===== config.mk =====
export PLATFORM = sky130hd
export DESIGN_NAME = uart_tx_arbiter_flat
export DESIGN_NICKNAME = d
export VERILOG_FILES = /design/src/rtl/uart_tx_arbiter_if.sv /design/src/rtl/uart_tx_arbiter.sv /design/src/flat_wrapper.sv
export SDC_FILE = /design/constraint.sdc
export NUM_CORES = 1
export LEC_CHECK = 0
export ABC_AREA = 1
export BUFFER_PORTS_ARGS = -buffer_cell sky130_fd_sc_hd__buf_2
export CORE_MARGIN = 2
export CORE_UTILIZATION = 58
export DETAILED_ROUTE_END_ITERATION = 8
export PLACE_DENSITY = 0.93
export SLEW_MARGIN = 20
export SYNTH_ARGS = -nofsm -noshare
export SYNTH_HDL_FRONTEND = slang
export SYNTH_SLANG_ARGS = --single-unit

===== constraint.sdc =====
create_clock -name clk -period 3.6 [get_ports clk]
set_input_delay 0.18 -clock clk [delete_from_list [all_inputs] [get_ports clk]]
set_output_delay 0.18 -clock clk [all_outputs]
set_load 0.01 [all_outputs]

===== src/rtl/uart_tx_arbiter_if.sv =====
// Requester and transmitter bus of the UART transmit arbiter.
// Handshake: a requester holds req_valid/req_data/req_last stable until it sees its one-cycle
// req_ready bit; the byte is taken on that clock edge. tx_flag is a one-cycle start pulse
// and tx_data stays stable until the next start pulse.
interface uart_tx_arbiter_if;
    logic [31:0] req_data;
    logic [3:0]  req_valid;
    logic [3:0]  req_last;
    logic [3:0]  req_ready;
    logic [7:0]  tx_data;
    logic        tx_flag;

    modport master (
        output req_data, req_valid, req_last,
        input  req_ready, tx_data, tx_flag
    );

    modport slave (
        input  req_data, req_valid, req_last,
        output req_ready, tx_data, tx_flag
    );
endinterface


===== src/rtl/uart_tx_arbiter.sv =====
// Round-robin arbiter sharing one UART byte transmitter between four requesters; a grant is
// held for a whole message and byte issues are spaced by one frame time.
module uart_tx_arbiter #(
    parameter int CLK_FEQ  = 50_000_000,
    parameter int UART_BOT = 9600,
    parameter int GAP_BITS = 11
) (
    input  logic                clk,
    input  logic                rst,
    uart_tx_arbiter_if.slave    bus,
    output logic [1:0]          grant_ch,
    output logic                busy,
    output logic [1:0]          dbg_state_o,
    output logic [1:0]          dbg_rr_ptr_o
);

    localparam int FRAME_CYC = GAP_BITS * (CLK_FEQ / UART_BOT);
    localparam int CNT_W     = $clog2(FRAME_CYC) + 1;
    localparam logic [CNT_W-1:0] CNT_LOAD = CNT_W'(FRAME_CYC - 1);

    typedef enum logic [1:0] {
        IDLE = 2'd0,
        LOAD = 2'd1,
        WAIT = 2'd2,
        HOLD = 2'd3
    } state_t;

    state_t           state_q, state_d;
    logic [1:0]       grant_q, grant_d;
    logic [1:0]       rr_q, rr_d;
    logic             lock_q, lock_d;
    logic [CNT_W-1:0] cnt_q, cnt_d;
    logic [7:0]       tx_data_q, tx_data_d;
    logic             tx_flag_q, tx_flag_d;

    logic             pick_vld;
    logic [1:0]       pick_ch;
    logic [3:0]       ready_w;
    logic [7:0]       sel_byte;

    // Scan from the highest offset down so the channel closest to rr_q wins.
    always_comb begin
        logic [1:0] idx;
        idx      = 2'd0;
        pick_vld = 1'b0;
        pick_ch  = rr_q;
        for (int i = 3; i >= 0; i--) begin
            idx = rr_q + 2'(i);
            if (bus.req_valid[idx]) begin
                pick_vld = 1'b1;
                pick_ch  = idx;
            end
        end
    end

    assign sel_byte = bus.req_data[{grant_q, 3'b000} +: 8];

    always_comb begin
        state_d   = state_q;
        grant_d   = grant_q;
        rr_d      = rr_q;
        lock_d    = lock_q;
        cnt_d     = cnt_q;
        tx_data_d = tx_data_q;
        tx_flag_d = 1'b0;
        case (state_q)
            IDLE: begin
                if (pick_vld) begin
                    grant_d = pick_ch;
                    state_d = LOAD;
                end
            end
            LOAD: begin
                if (bus.req_valid[grant_q]) begin
                    tx_data_d = sel_byte;
                    tx_flag_d = 1'b1;
                    cnt_d     = CNT_LOAD;
                    lock_d    = ~bus.req_last[grant_q];
                    state_d   = WAIT;
                end else begin
                    // Requester dropped valid before the capture edge: abandon the grant.
                    lock_d  = 1'b0;
                    rr_d    = grant_q + 2'd1;
                    state_d = IDLE;
                end
            end
            WAIT: begin
                if (cnt_q == '0) begin
                    if (lock_q) begin
                        state_d = HOLD;
                    end else begin
                        rr_d    = grant_q + 2'd1;
                        state_d = IDLE;
                    end
                end else begin
                    cnt_d = cnt_q - 1'b1;
                end
            end
            HOLD: begin
                if (bus.req_valid[grant_q]) begin
                    state_d = LOAD;
                end
            end
            default: state_d = IDLE;
        endcase
    end

    always_ff @(posedge clk or posedge rst) begin
        if (rst) begin
            state_q   <= IDLE;
            grant_q   <= 2'd0;
            rr_q      <= 2'd0;
            lock_q    <= 1'b0;
            cnt_q     <= '0;
            tx_data_q <= 8'h00;
            tx_flag_q <= 1'b0;
        end else begin
            state_q   <= state_d;
            grant_q   <= grant_d;
            rr_q      <= rr_d;
            lock_q    <= lock_d;
            cnt_q     <= cnt_d;
            tx_data_q <= tx_data_d;
            tx_flag_q <= tx_flag_d;
        end
    end

    always_comb begin
        ready_w = 4'b0000;
        if (state_q == LOAD) begin
            ready_w[grant_q] = 1'b1;
        end
    end

    assign bus.req_ready = ready_w;
    assign bus.tx_data   = tx_data_q;
    assign bus.tx_flag   = tx_flag_q;
    assign grant_ch      = grant_q;
    assign busy          = (state_q != IDLE);
    assign dbg_state_o   = state_q;
    assign dbg_rr_ptr_o  = rr_q;

endmodule

===== src/flat_wrapper.sv =====
// flat-port wrapper written by rule: the top's interface ports become plain ports
module uart_tx_arbiter_flat 
#(
    parameter int CLK_FEQ  = 50_000_000,
    parameter int UART_BOT = 9600,
    parameter int GAP_BITS = 11
)
  (clk, rst, grant_ch, busy, dbg_state_o, dbg_rr_ptr_o, bus_req_data, bus_req_valid, bus_req_last, bus_req_ready, bus_tx_data, bus_tx_flag);
  uart_tx_arbiter_if bus_i ();
  input  logic clk;
  input  logic rst;
  output logic [1:0] grant_ch;
  output logic busy;
  output logic [1:0] dbg_state_o;
  output logic [1:0] dbg_rr_ptr_o;
  input wire logic [$bits(bus_i.req_data)-1:0] bus_req_data;
  input wire logic [$bits(bus_i.req_valid)-1:0] bus_req_valid;
  input wire logic [$bits(bus_i.req_last)-1:0] bus_req_last;
  output wire logic [$bits(bus_i.req_ready)-1:0] bus_req_ready;
  output wire logic [$bits(bus_i.tx_data)-1:0] bus_tx_data;
  output wire logic [$bits(bus_i.tx_flag)-1:0] bus_tx_flag;
  assign bus_i.req_data = bus_req_data;
  assign bus_i.req_valid = bus_req_valid;
  assign bus_i.req_last = bus_req_last;
  assign bus_req_ready = bus_i.req_ready;
  assign bus_tx_data = bus_i.tx_data;
  assign bus_tx_flag = bus_i.tx_flag;
  uart_tx_arbiter #(.CLK_FEQ(CLK_FEQ), .UART_BOT(UART_BOT), .GAP_BITS(GAP_BITS)) u_core (.clk(clk), .rst(rst), .bus(bus_i), .grant_ch(grant_ch), .busy(busy), .dbg_state_o(dbg_state_o), .dbg_rr_ptr_o(dbg_rr_ptr_o));
endmodule

After elaboration in Yosys (flattened, before gate mapping)
Cells that the tools add are included.
Operators by class
  multiplexer cells: 39
  add/sub/neg operators: 5
  eq/ne operators: 10
  shift-type cells: 1
  reduce and logical (&&, ||, !) cells: 10
  bitwise gates (word level): 1
  $lt $le $gt $ge: 6
Operators with widths (count)
  $mux W17: 2
  $pmux W17 S2: 1
  $shiftx A32 B6 Y8: 1
  $mux W2: 12
  $logic_not A17 Y1: 1
  $sub A17 B1 Y17 const B: 1
  $lt A2 B3 Y1 const B: 5
  $mux W1: 14
  $bmux W1 S2: 6
  $ne A2 B1 Y1 const B: 4
  $pmux W2 S4: 1
  $ne A2 B2 Y1 const B: 3
  $reduce_and A3 Y1: 2
  $add A2 B1 Y2 const B: 2
  $add A2 B2 Y2 const B: 2
  $eq A2 B2 Y1 const B: 2
  $mux W4: 1
  $pmux W2 S2: 1
  $reduce_and A2 Y1: 2
  $reduce_and A4 Y1: 1
  $reduce_bool A2 Y1: 2
  $demux W1 S2: 1
  $eq A2 B1 Y1 const B: 1
  $ge A2 B1 Y1 const B: 1
  3 further kinds: 3
Storage, ports and cells
  word-level logic and storage cells: 79
  bits in registers: 33
  output and inout bits: 20
  input bits: 42

Logic depth before layout (Yosys ltp)
  depth after elaboration: 9
  gate-level depth with buffers: 12
  mapped depth without buffers: 11

Least setup slack after synthesis
Ideal clock, no wire load.
  path type: register to register
  start: reg u_core.cnt_q[0]
  end: reg u_core.cnt_q[12]
  setup time: 117 ps
  clock period less this slack: 1626 ps
  cell stages (with the launch flop): 13
  buffers on the path: 1
  data arrival time: 1509 ps
  path slack: 1974 ps
  data required time: 3483 ps
  cell sequence: dfrtp_1 -> inv_1 -> ha_1 -> nand2_2 -> nor2_4 -> nand2_2 -> nor2_1 -> nand3_1 -> nand2_2 -> nand2_4 -> buf_6 -> nand2_2 -> o21ai_2
Between the ends
  cells in the longest elaborated chain, start to end: 3
  elaborated cells on any way between the ends: 6
  classes of those cells: add/sub (1); eq/ne (1); mux (2); reduce/logical (2)
RTL lines
  from (decl): RTL line uart_tx_arbiter.sv:32  | logic [CNT_W-1:0] cnt_q, cnt_d;
  from (signal assigned): RTL line uart_tx_arbiter.sv:122  | cnt_q <= cnt_d;
  $sub A17 B1 Y17 or $logic_not A17 Y1 (tied branches): RTL line uart_tx_arbiter.sv:96, uart_tx_arbiter.sv:88
  $mux W17 or $ne A2 B2 Y1 (tied branches)
  $pmux W17 S2 or $reduce_and A3 Y1 (tied branches)
Parallel ways exist; a longest one is shown, timed or not. The select of a mux whose other input is x is not followed.
A chain may end at the register's enable or synchronous reset.

Worst setup path in the final report
  start: reg u_core.grant_q[1] (netlist: u_core.grant_ch[1])
  end: reg u_core.cnt_q[9]
Between the ends
  cells in the longest elaborated chain, start to end: 4
RTL lines
  from (decl): RTL line uart_tx_arbiter.sv:29  | logic [1:0] grant_q, grant_d;
  from (signal assigned): RTL line uart_tx_arbiter.sv:119  | grant_q <= grant_d;
  $bmux W1 S2: RTL line uart_tx_arbiter.sv:74  | if (bus.req_valid[grant_q]) begin
  $mux W1 (implied by the code): RTL line uart_tx_arbiter.sv:74
  $ne A2 B1 Y1 (no source line)
  $reduce_and A3 Y1 (no source line)
Every way passes these cells. The select of a mux whose other input is x is not followed.

==> impl_metrics.csv <==
group,metric,value,unit
flow_run,max_cap_violations,0,
sta,fin_crit,2.22,ns
setup_path,arrival,2.43,ns
clocking,clk_pin_slew,0.07,ns
route,drc,0,
clocking,cts_root_buf,"clkbuf_8",
clocking,htree_levels,2,
cells_and_area,antenna_cells,0,
die,die_width,69.6,um
global_routing,grt_max_degree,34,
route,firstDrtPassIters,4,
clocking,cts_tree,"yes",
setup_path,worstPathCellList,"clkinv_1 > nand3_1 > nand2_1 > a21oi_4 > nand2_2 > nand2_4 > nand2_1 > o21ai_2",
power_and_ir_drop,cellLeakagePower,1.55,nW
placement,port_buffers,61,
cells_and_area,stdcell_count,486,
setup_path,crit_end,"u_core.cnt_q[9]$_DFFE_PP0P_",
die,die_height,69.6,um
route,ant_nets,0,
die,row_count,23,
die,start_util,61.4,%
logic_synthesis,yosysUniqueCellTypes,29,
setup_path,crit_top_cell,"nand2_1",
global_routing,grt_pass1_vias,2380,
setup_path,cp-start-kind,"flip-flop",
clocking,ctsHoldBuffers,1,
clocking,cts.sinks,33,
sta,fin_setup_tns,0,ns
cells_and_area,final_core_util,71.9,%
setup_path,worstReg2RegStart,"u_core.grant_ch[1]$_DFFE_PP0P_",
logic_synthesis,syn_area,2490,um^2
clocking,post_cts_buffers,0,
clocking,clock_path_buffers,2,
sta,rsz0062_at_grt,"no",
sta,hold_violations,0,
setup_path,crit_path_end_kind,"flip-flop",
setup_path,worstPathMaxFanout,24,
setup_path,startpoint,"u_core.grant_ch[1]$_DFFE_PP0P_",
outcome,status,"finished, final reports clean",
hold_path,hp-class,"in2reg",
logic_synthesis,async_reset_ff_share,100,%
sta,max_slew_margin,69.0,%
setup_path,crit_type,"reg2reg",
setup_path,max_stage_delay,0.57,ns
cells_and_area,final_common_cell,"nand2_1",
setup_path,r2r_cells,8,
setup_path,critPathSlowestCell,"dfrtp_1",
placement,place_worst_setup_slack,1.43,ns
global_routing,grt_use_total,26.1,%
logic_synthesis,yosys.area.top_type,"dfrtp_1",
route,drt-initial-drc-count,137,
global_routing,met2_usage,42.5,%
logic_synthesis,yosysSeqAreaShare,33.1,%
route,wl,5.91,mm
setup_path,r2r-end,"u_core.cnt_q[9]$_DFFE_PP0P_",
sta,period_share,61.5,%
logic_synthesis,synth-main-ff-cell,"dfrtp_1",
setup_path,crit_family,"simple AND/OR/NAND/NOR gates",
die,coreArea,4060,um^2
logic_synthesis,synth_area_leaders,"dfrtp_1 33%, nand2_1 19%, nand3_1 7.8%",
global_routing,grtUsageMet1,34.0,%
cells_and_area,syn2layout_area_growth,17.0,%
setup_path,critPathBufInv,1,
global_routing,top_usage_layer,"met2",
logic_synthesis,yosys_warnings,0,
route,post_drt_wl_per_cell,12.2,um
sta,worstMarginPinSlew,0.463,ns
sta,fin_skew,0.00834,ns
power_and_ir_drop,ir_worst_vdd,525,uV
logic_synthesis,yosys_register_bits,33,
route,vias,2569,
placement,place_inst,478,
route,via_per_inst,5.29,
sta,drv_slew,0,
global_routing,met3_usage,4.65,%
setup_path,rrSetupSlack,1.38,ns
global_routing,grt_pass1_wl,10.4,mm
global_routing,antenna_found_initial,0,
global_routing,overflow,0,
clocking,cts_resized,0,
sta,setup_viol,0,
cells_and_area,drive_above_1_share,23.4,%
die,die-area,4840,um^2
die,ioPinCount,62,
clocking,cts_buffers,5,
logic_synthesis,syn_inst,378,
cells_and_area,fin_nets,487,
setup_path,cp.required,3.81,ns
sta,fin_ws,1.38,ns
placement,gp_congestion,0.932,
power_and_ir_drop,cellPowerDensity,849,nW/um^2
logic_synthesis,syn_area_per_cell,6.59,um^2
sta,fmax,0.451,GHz
cells_and_area,mostFrequentLayoutCells,"127 x nand2_1, 61 x buf_2, 51 x nor2_1",
setup_path,crit_cells,8,
logic_synthesis,synth_edf_count,0,
logic_synthesis,syn-num-nets,429,
clocking,clkLatencyLatePin,0.29,ns
logic_synthesis,synth_top_area_share,33.1,%
placement,place_hpwl,4.44,mm
-- stage by stage --
stage / area (um^2) / total power, mW / hold slack, ns
2_1_floorplan: 2490 / 1.85 / 0.309
3_3_place_gp: 2800 / 2.06 / 0.288
3_5_place_dp: 2800 / 2.13 / 0.291
4_1_cts: 2920 / 2.47 / 0.254
5_1_grt: 2920 / 2.71 / 0.270
6_report: 2920 / 2.48 / 0.253
-- layout make-up --
| class | count | area [um^2] |
|---|---|---|
| Multi-Input combinational cell | 300 | 1470 |
| Fill cell | 312 | 1140 |
| Sequential cell | 33 | 826 |
| Timing Repair Buffer | 65 | 338 |
| Inverter | 31 | 116 |
| Clock buffer | 5 | 68.8 |
| Tap cell | 50 | 62.6 |
| Clock inverter | 2 | 35.0 |
-- worst register-to-register path, delay by kind of cell, from the launching register on --
kind	cells	cell delay (ns)
buf+inv	1	0.40
simple gates	5	0.95
compound gates	2	0.22
flops	1	0.57
-- Yosys cell counts (4+ instances only) --
cell type,number
nand2_1,127
nor2_1,51
nand3_1,39
dfrtp_1,33
inv_1,23
o21ai_0,20
o22ai_1,10
ha_1,9
nand2_2,8
o21ai_2,8
buf_2,7
inv_2,5
or2_1,5
clkbuf_1,4
o21ai_1,4
xor2_1,4
-- worst min-delay path by stage --
stage               slack (ns)  depth (start not counted)                                end             from
global placement          0.29                          3       u_core.bus.tx_flag$_DFF_PP0_              rst
CTS                       0.25                          5  u_core.bus.tx_data[5]$_DFFE_PP0P_  bus_req_data[5]
detailed placement        0.29                          3       u_core.bus.tx_flag$_DFF_PP0_              rst
global route              0.27                          4          u_core.lock_q$_DFFE_PP0P_  bus_req_last[0]
finish                    0.25                          5  u_core.bus.tx_data[5]$_DFFE_PP0P_  bus_req_data[5]
floorplan                 0.31                          1  u_core.bus.tx_data[0]$_DFFE_PP0P_              rst
-- cell families after synthesis --
kind of cell	count (synthesis)	share of synthesized area, %
AND/OR/NAND/NOR	242	41.4
buffers and inverters	45	7.88
AO/OA/AOI/OAI	45	11.6
adder cells (fa/ha/maj)	9	4.52
flip-flops	33	33.1
XOR/XNOR	4	1.41
-- registers in the layout, summed over array words and instances, names as in the netlist --
name,count
u_core.bus.tx_data,8
u_core.bus.tx_flag,1
u_core.cnt_q,17
u_core.dbg_rr_ptr_o,2
u_core.dbg_state_o,2
u_core.grant_ch,2
u_core.lock_q,1
-- layer usage --
metal	up-vias	wire length, um
met5	-	0
met4	0	114
met3	14	287
met2	73	2830
met1	1161	2680
li1	1321	-
-- power by group --
part	total, mW	internal (mW)	switching (mW)
clock network	0.338	0.201	0.137
logic	1.46	0.501	0.956
registers	0.681	0.527	0.154
(Power assumes the default switching activity.)
